<file path="src/rtl/timebase_pkg.sv">
// timebase_pkg: counting-mode encodings shared by the PWM timebase
package timebase_pkg;
  typedef enum logic [1:0] {
    MODE_UP     = 2'b00,
    MODE_DOWN   = 2'b01,
    MODE_UPDOWN = 2'b10,
    MODE_RSVD   = 2'b11
  } mode_e;
endpackage

</file>
<file path="src/rtl/tb_prescaler.sv">
// tb_prescaler: divides enabled clocks by psc_max+1 and emits a one-clock count tick
module tb_prescaler #(
  parameter int PSC_W = 8
) (
  input  logic             clk,
  input  logic             rst,
  input  logic             en,
  input  logic             clr,
  input  logic [PSC_W-1:0] psc_max,
  output logic             tick
);
  logic [PSC_W-1:0] psc_cnt;
  assign tick = en && psc_cnt == psc_max;
  // count enabled clocks, wrapping on tick; a soft clear restarts the division
  always_ff @(posedge clk or posedge rst)
    if (rst) psc_cnt <= '0;
    else if (clr) psc_cnt <= '0;
    else if (en) psc_cnt <= tick ? '0 : psc_cnt + 1'b1;
endmodule

</file>
<file path="src/rtl/timebase_counter.sv">
// timebase_counter: prescaled up/down/centre-aligned PWM timebase with shadowed period and boundary pulses
module timebase_counter
  import timebase_pkg::*;
#(
  parameter int WIDTH = 16,
  parameter int PSC_W = 8
) (
  input  logic             clk,
  input  logic             rst,
  input  logic             en,
  input  logic             count_reset,
  input  logic [1:0]       mode,
  input  logic             one_shot,
  input  logic [WIDTH-1:0] period,
  input  logic [PSC_W-1:0] prescale,
  output logic [WIDTH-1:0] count_val,
  output logic             dir,
  output logic             ovf_pulse,
  output logic             unf_pulse,
  output logic             update_pulse,
  output logic             running
);
  logic [WIDTH-1:0] per_q, period_sh, nxt_cnt;
  logic [PSC_W-1:0] psc_q, prescale_sh;
  mode_e            mode_q, mode_sh;
  logic             sh_live, stopped, tick, bnd, nxt_dir, ovf_n, unf_n, at_top;
  // until the first clock after a hard reset the shadows simply mirror the inputs
  assign period_sh   = sh_live ? period : per_q;
  assign prescale_sh = sh_live ? prescale : psc_q;
  assign mode_sh     = sh_live ? mode_e'(mode) : mode_q;
  assign running     = en && !stopped;
  assign bnd         = tick && (ovf_n || unf_n);
  tb_prescaler #(.PSC_W(PSC_W)) u_psc (
    .clk     (clk),
    .rst     (rst),
    .en      (running),
    .clr     (count_reset),
    .psc_max (prescale_sh),
    .tick    (tick)
  );
  // next count/direction for a tick; any count above the period is treated as the top boundary
  always_comb begin
    nxt_cnt = count_val;
    nxt_dir = dir;
    ovf_n   = 1'b0;
    unf_n   = 1'b0;
    at_top  = count_val >= period_sh;
    if (period_sh == '0) begin
      nxt_cnt = '0;
      nxt_dir = 1'b1;
      ovf_n   = mode_sh != MODE_DOWN;
      unf_n   = mode_sh == MODE_DOWN;
    end else if (mode_sh == MODE_DOWN) begin
      unf_n   = count_val == '0 || count_val > period_sh;
      nxt_cnt = unf_n ? period_sh : count_val - 1'b1;
      nxt_dir = 1'b0;
    end else if (mode_sh == MODE_UPDOWN) begin
      ovf_n   = at_top;
      unf_n   = !at_top && !dir && count_val == '0;
      nxt_cnt = ovf_n ? period_sh - 1'b1 : (unf_n || dir) ? count_val + 1'b1 : count_val - 1'b1;
      nxt_dir = ovf_n ? 1'b0 : unf_n ? 1'b1 : dir;
    end else begin
      ovf_n   = at_top;
      nxt_cnt = at_top ? '0 : count_val + 1'b1;
      nxt_dir = 1'b1;
    end
  end
  // shadows take the live inputs on soft reset, on any boundary, or on the first clock after hard reset
  always_ff @(posedge clk or posedge rst)
    if (rst) begin
      sh_live <= 1'b1;
      per_q   <= '0;
      psc_q   <= '0;
      mode_q  <= MODE_UP;
    end else if (sh_live || count_reset || bnd) begin
      sh_live <= 1'b0;
      per_q   <= period;
      psc_q   <= prescale;
      mode_q  <= mode_e'(mode);
    end
  // counter, direction, one-shot stop flag and pulses registered alongside the post-boundary count
  always_ff @(posedge clk or posedge rst)
    if (rst) begin
      count_val    <= '0;
      dir          <= 1'b1;
      ovf_pulse    <= 1'b0;
      unf_pulse    <= 1'b0;
      update_pulse <= 1'b0;
      stopped      <= 1'b0;
    end else if (count_reset) begin
      count_val    <= '0;
      dir          <= 1'b1;
      ovf_pulse    <= 1'b0;
      unf_pulse    <= 1'b0;
      update_pulse <= 1'b0;
      stopped      <= 1'b0;
    end else begin
      ovf_pulse    <= tick && ovf_n;
      unf_pulse    <= tick && unf_n;
      update_pulse <= bnd;
      stopped      <= stopped || (bnd && one_shot);
      if (tick) begin
        count_val <= nxt_cnt;
        dir       <= nxt_dir;
      end
    end
endmodule

</file>
<file path="config.mk">
export PLATFORM = sky130hd
export DESIGN_NAME = timebase_counter
export DESIGN_NICKNAME = d
export VERILOG_FILES = /design/src/rtl/timebase_pkg.sv /design/src/rtl/tb_prescaler.sv /design/src/rtl/timebase_counter.sv
export SDC_FILE = /design/constraint.sdc
export NUM_CORES = 1
export LEC_CHECK = 0
export CAP_MARGIN = 20
export CELL_PAD_IN_SITES_DETAIL_PLACEMENT = 1
export CELL_PAD_IN_SITES_GLOBAL_PLACEMENT = 1
export CORE_MARGIN = 3
export CORE_UTILIZATION = 45
export DETAILED_ROUTE_END_ITERATION = 7
export PLACE_DENSITY = 0.78
export SYNTH_ARGS = -nofsm -noshare
export SYNTH_HDL_FRONTEND = slang
export SYNTH_SLANG_ARGS = --single-unit
export TNS_END_PERCENT = 5
</file>
<file path="constraint.sdc">
create_clock -name clk -period 4.8 [get_ports clk]
set_input_delay 0.48 -clock clk [delete_from_list [all_inputs] [get_ports clk]]
set_output_delay 0.48 -clock clk [all_outputs]
set_load 0.01 [all_outputs]
</file>
==> results.yml <==
outcome:
  outcome: "finished clean"
clock_tree:
  clock_transition_at_the_register_clock_pins_on_the_worst_setup_and_hold_paths_after_cts_ps: 110
  tritoncts.num_buffers: 5
  worst_skew_pair.late_latency_ps: 320
  clock_sinks: 56
  cts_resized: 0
  htree_levels: 2
  cts_root_buf: "sky130_fd_sc_hd__clkbuf_8"
  max-clock-path-buffers: 2
  cts.repair_timing.setup_buffer_count: 0
  tritoncts: "built"
  holdBufCountCts: 0
synth:
  mappedNetlistArea_mm2: 0.00481
  synth_edf_count: 0
  yosys_warnings: 0
  synthArstFlopShare: 1.00
  synth_cells: 520
  synth.yosys.seq_area_share: 0.292
  synthDominantCellAreaShare: 0.281
  synth_area_leader_cell: "sky130_fd_sc_hd__dfrtp_1"
  top_cells_by_area_synth: "sky130_fd_sc_hd__dfrtp_1 (28%), sky130_fd_sc_hd__mux2i_1 (6.7%), sky130_fd_sc_hd__mux2_4 (6.6%)"
  synth.lib_cells_used.distinct: 68
  count_leader_synth: "sky130_fd_sc_hd__dfrtp_1"
  postSynth.topFlopCell: "sky130_fd_sc_hd__dfrtp_1"
  ys_seq_elements: 56
  synth_fp_nets: 573
  synth_top_cells_by_count: "sky130_fd_sc_hd__dfrtp_1 (54), sky130_fd_sc_hd__nor2_1 (40), sky130_fd_sc_hd__nor3_1 (33)"
  average_size_of_a_mapped_cell_um2: 9.25
grt:
  number_of_global_route_vias_before_repair: 4649
  global_route_wire_length_before_repair_um: 25200
  grt_util_all_layers: 0.274
  globalRouteOverflowTotal: 0
  number_of_antenna_violations_at_the_first_check_in_global_routing: 0
  grt_start_max_net_pins: 57
sta:
  min_period_over_period: 0.911
  final-setup-viol-count: 0
  actual_transition_at_the_worst_max_transition_pin_ps: 884
  setup-tns-final_ps: 0
  rsz0062_at_grt: "false"
  finalHoldViolations: 0
  max-slew-margin-rel: 0.410
  maxSlewViolCount: 0
  fmax_mhz: 229
  fin_worst_skew_ps: 10.4
  final_period_demand_of_the_worst_path_ps: 4370
  worst_hold_slack_ps: 526
worst_setup_path:
  critPathArrivalTime_ps: 4580
  r2r.worst_path.cells: 11
  setup.worst_path.class: "reg2reg"
  end_kind: "register"
  crit_path_start_kind: "register"
  critical_path_peak_fanout: 28
  cp_num_buf_inv: 1
  critPathTopFamily: "compound AO/OA/AOI/OAI gates"
  crit_path_max_incr_delay_ps: 940
  timing.critical_path.cells: "mux2i_1 -> ha_1 -> and3_1 -> a221oi_2 -> nor2b_1 -> nor4_4 -> o21ai_1 -> a311o_1 -> a211o_1 -> buf_4 -> mux2_1"
  critical_path_depth: 11
  critical_path_required_ps: 5010
  cp_slowest_cell: "sky130_fd_sc_hd__dfstp_2"
route:
  drc: 0
  antenna_violating_nets_post_route: 0
  dr.pass1.iters: 4
  routed_wire_length_per_instance_um: 22.1
  detailedRoute.firstIterationViolations: 204
  detailroute.via_count: 4291
  wl_final_um: 15400
  vias_per_cell: 6.15
die:
  die-area_mm2: 0.0120
  initial_core_util: 0.464
  core_area_mm2: 0.0104
  ioPinCount: 52
  die_h_um: 109
  floorplan.die.width_um: 109
  rows: 37
placement:
  buffer_ports.inserted: 51
  hpwl_dp_um: 11700
  gp_routability_congestion: 0.925
pwr:
  worst_ir_drop_vdd_mv: 0.153
  power.leakage_nw: 2.43
  pwr_density_cell_mw_per_mm2: 198
job:
  cap_viol_max_count: 0
layout:
  areaGrowthSynthToFinish_pct: 14.9
  drive_above_1_share: 0.121
  fin_nets: 614
  insertedDiodeCount: 0
min_path:
  hold_depth: 1
  min-delay-path-class: "reg2reg"
power by group:
part	switching [mW]	total (mW)	internal (mW)	leakage [nW]
registers	0.0227	0.515	0.492	0.715
logic	0.129	0.236	0.107	1.66
clock network	0.172	0.344	0.171	0.0614
total	0.324	1.09	0.770	2.43
worst reg2reg max path: stages (launching register included):
cell	delay, ps
sky130_fd_sc_hd__dfstp_2	940
sky130_fd_sc_hd__mux2i_1	590
sky130_fd_sc_hd__ha_1	370
sky130_fd_sc_hd__and3_1	190
sky130_fd_sc_hd__a221oi_2	290
sky130_fd_sc_hd__nor2b_1	120
sky130_fd_sc_hd__nor4_4	310
sky130_fd_sc_hd__o21ai_1	170
sky130_fd_sc_hd__a311o_1	310
sky130_fd_sc_hd__a211o_1	290
sky130_fd_sc_hd__buf_4	270
sky130_fd_sc_hd__mux2_1	400
registers in the layout, indices dropped and copies added (netlist names):
register and count:
update_pulse 1, count_val 16, stopped 1, mode_q 2, u_psc.psc_cnt 8, ovf_pulse 1, sh_live 1, dir 1
per_q 16, psc_q 8, unf_pulse 1
cell type report:
type / instances / area, um^2
multi-input combinational: 417 / 3150
timing repair buffer: 66 / 623
sequential: 56 / 1400
fill: 1219 / 4840
tap: 136 / 170
clock buffer: 6 / 82.6
inverter: 15 / 56.3
clock inverter: 2 / 38.8
per-layer routing:
layer / up-vias / track usage / part of all wire
li1: 2000 / - / -
met1: 2135 / 0.366 / 0.44
met3: 35 / 0.0358 / 0.046
met2: 121 / 0.454 / 0.48
met4: 0 / 0.0944 / 0.031
met5: - / 0 / 0
metrics by stage:
stage | instance area (um^2) | setup WS [ps] | std cells | util | power, mW
finish | 5530 | 425 | 698 | 0.533 | 1.09
global route | 5530 | 180 | 698 | 0.533 | 1.15
CTS | 5530 | 435 | 698 | 0.533 | 1.11
detailed placement | 5400 | 542 | 690 | 0.521 | 0.757
global placement | 5400 | 602 | 690 | 0.521 | 0.743
floorplan | 4810 | 475 | 520 | - | 0.667
cells by family (layout without fill, tap and decap cells):
family | after synthesis | in the layout | synth area share
adder cells (fa/ha/maj) | 22 | 22 | 0.0572
multiplexers | 66 | 66 | 0.163
flip-flops | 56 | 56 | 0.292
AND/OR/NAND/NOR | 184 | 184 | 0.211
buffers and inverters | 47 | 89 | 0.0541
XOR/XNOR | 44 | 44 | 0.0801
AO/OA/AOI/OAI | 100 | 100 | 0.142
other | 1 | 1 | 0.000779
placed cells by master (no fill, tap or decap), drive strengths merged, types with 4 or more instances in the layout:
master	instances
a311oi	4
dfrtp	54
nand2b	4
clkdlybuf4s50	51
o21ai	20
a21oi	25
nor3b	11
and3	6
mux2	33
nor4	10
nand3	18
nor3	33
ha	22
inv	15
nand2	32
o211ai	12
or3	5
xnor2	25
nor2	40
buf	15
xor2	19
clkbuf	6
nor4b	4
a32oi	4
mux2i	33
nand4	8
a22oi	4
and4	4
final timing paths:
path	startpoint	end	slack, ps
max	sh_live$_DFFE_PP1P_	per_q[3]$_DFFE_PP0P_	430
min	psc_q[4]$_DFFE_PP0P_	psc_q[4]$_DFFE_PP0P_	530
max reg2reg	sh_live$_DFFE_PP1P_	per_q[3]$_DFFE_PP0P_	430
min reg2reg	psc_q[4]$_DFFE_PP0P_	psc_q[4]$_DFFE_PP0P_	530
max in group asynchronous	rst	stopped$_DFF_PP0_	3610
min in group asynchronous	rst	per_q[5]$_DFFE_PP0P_	680
Note: power is estimated with default switching activity, not from simulation.
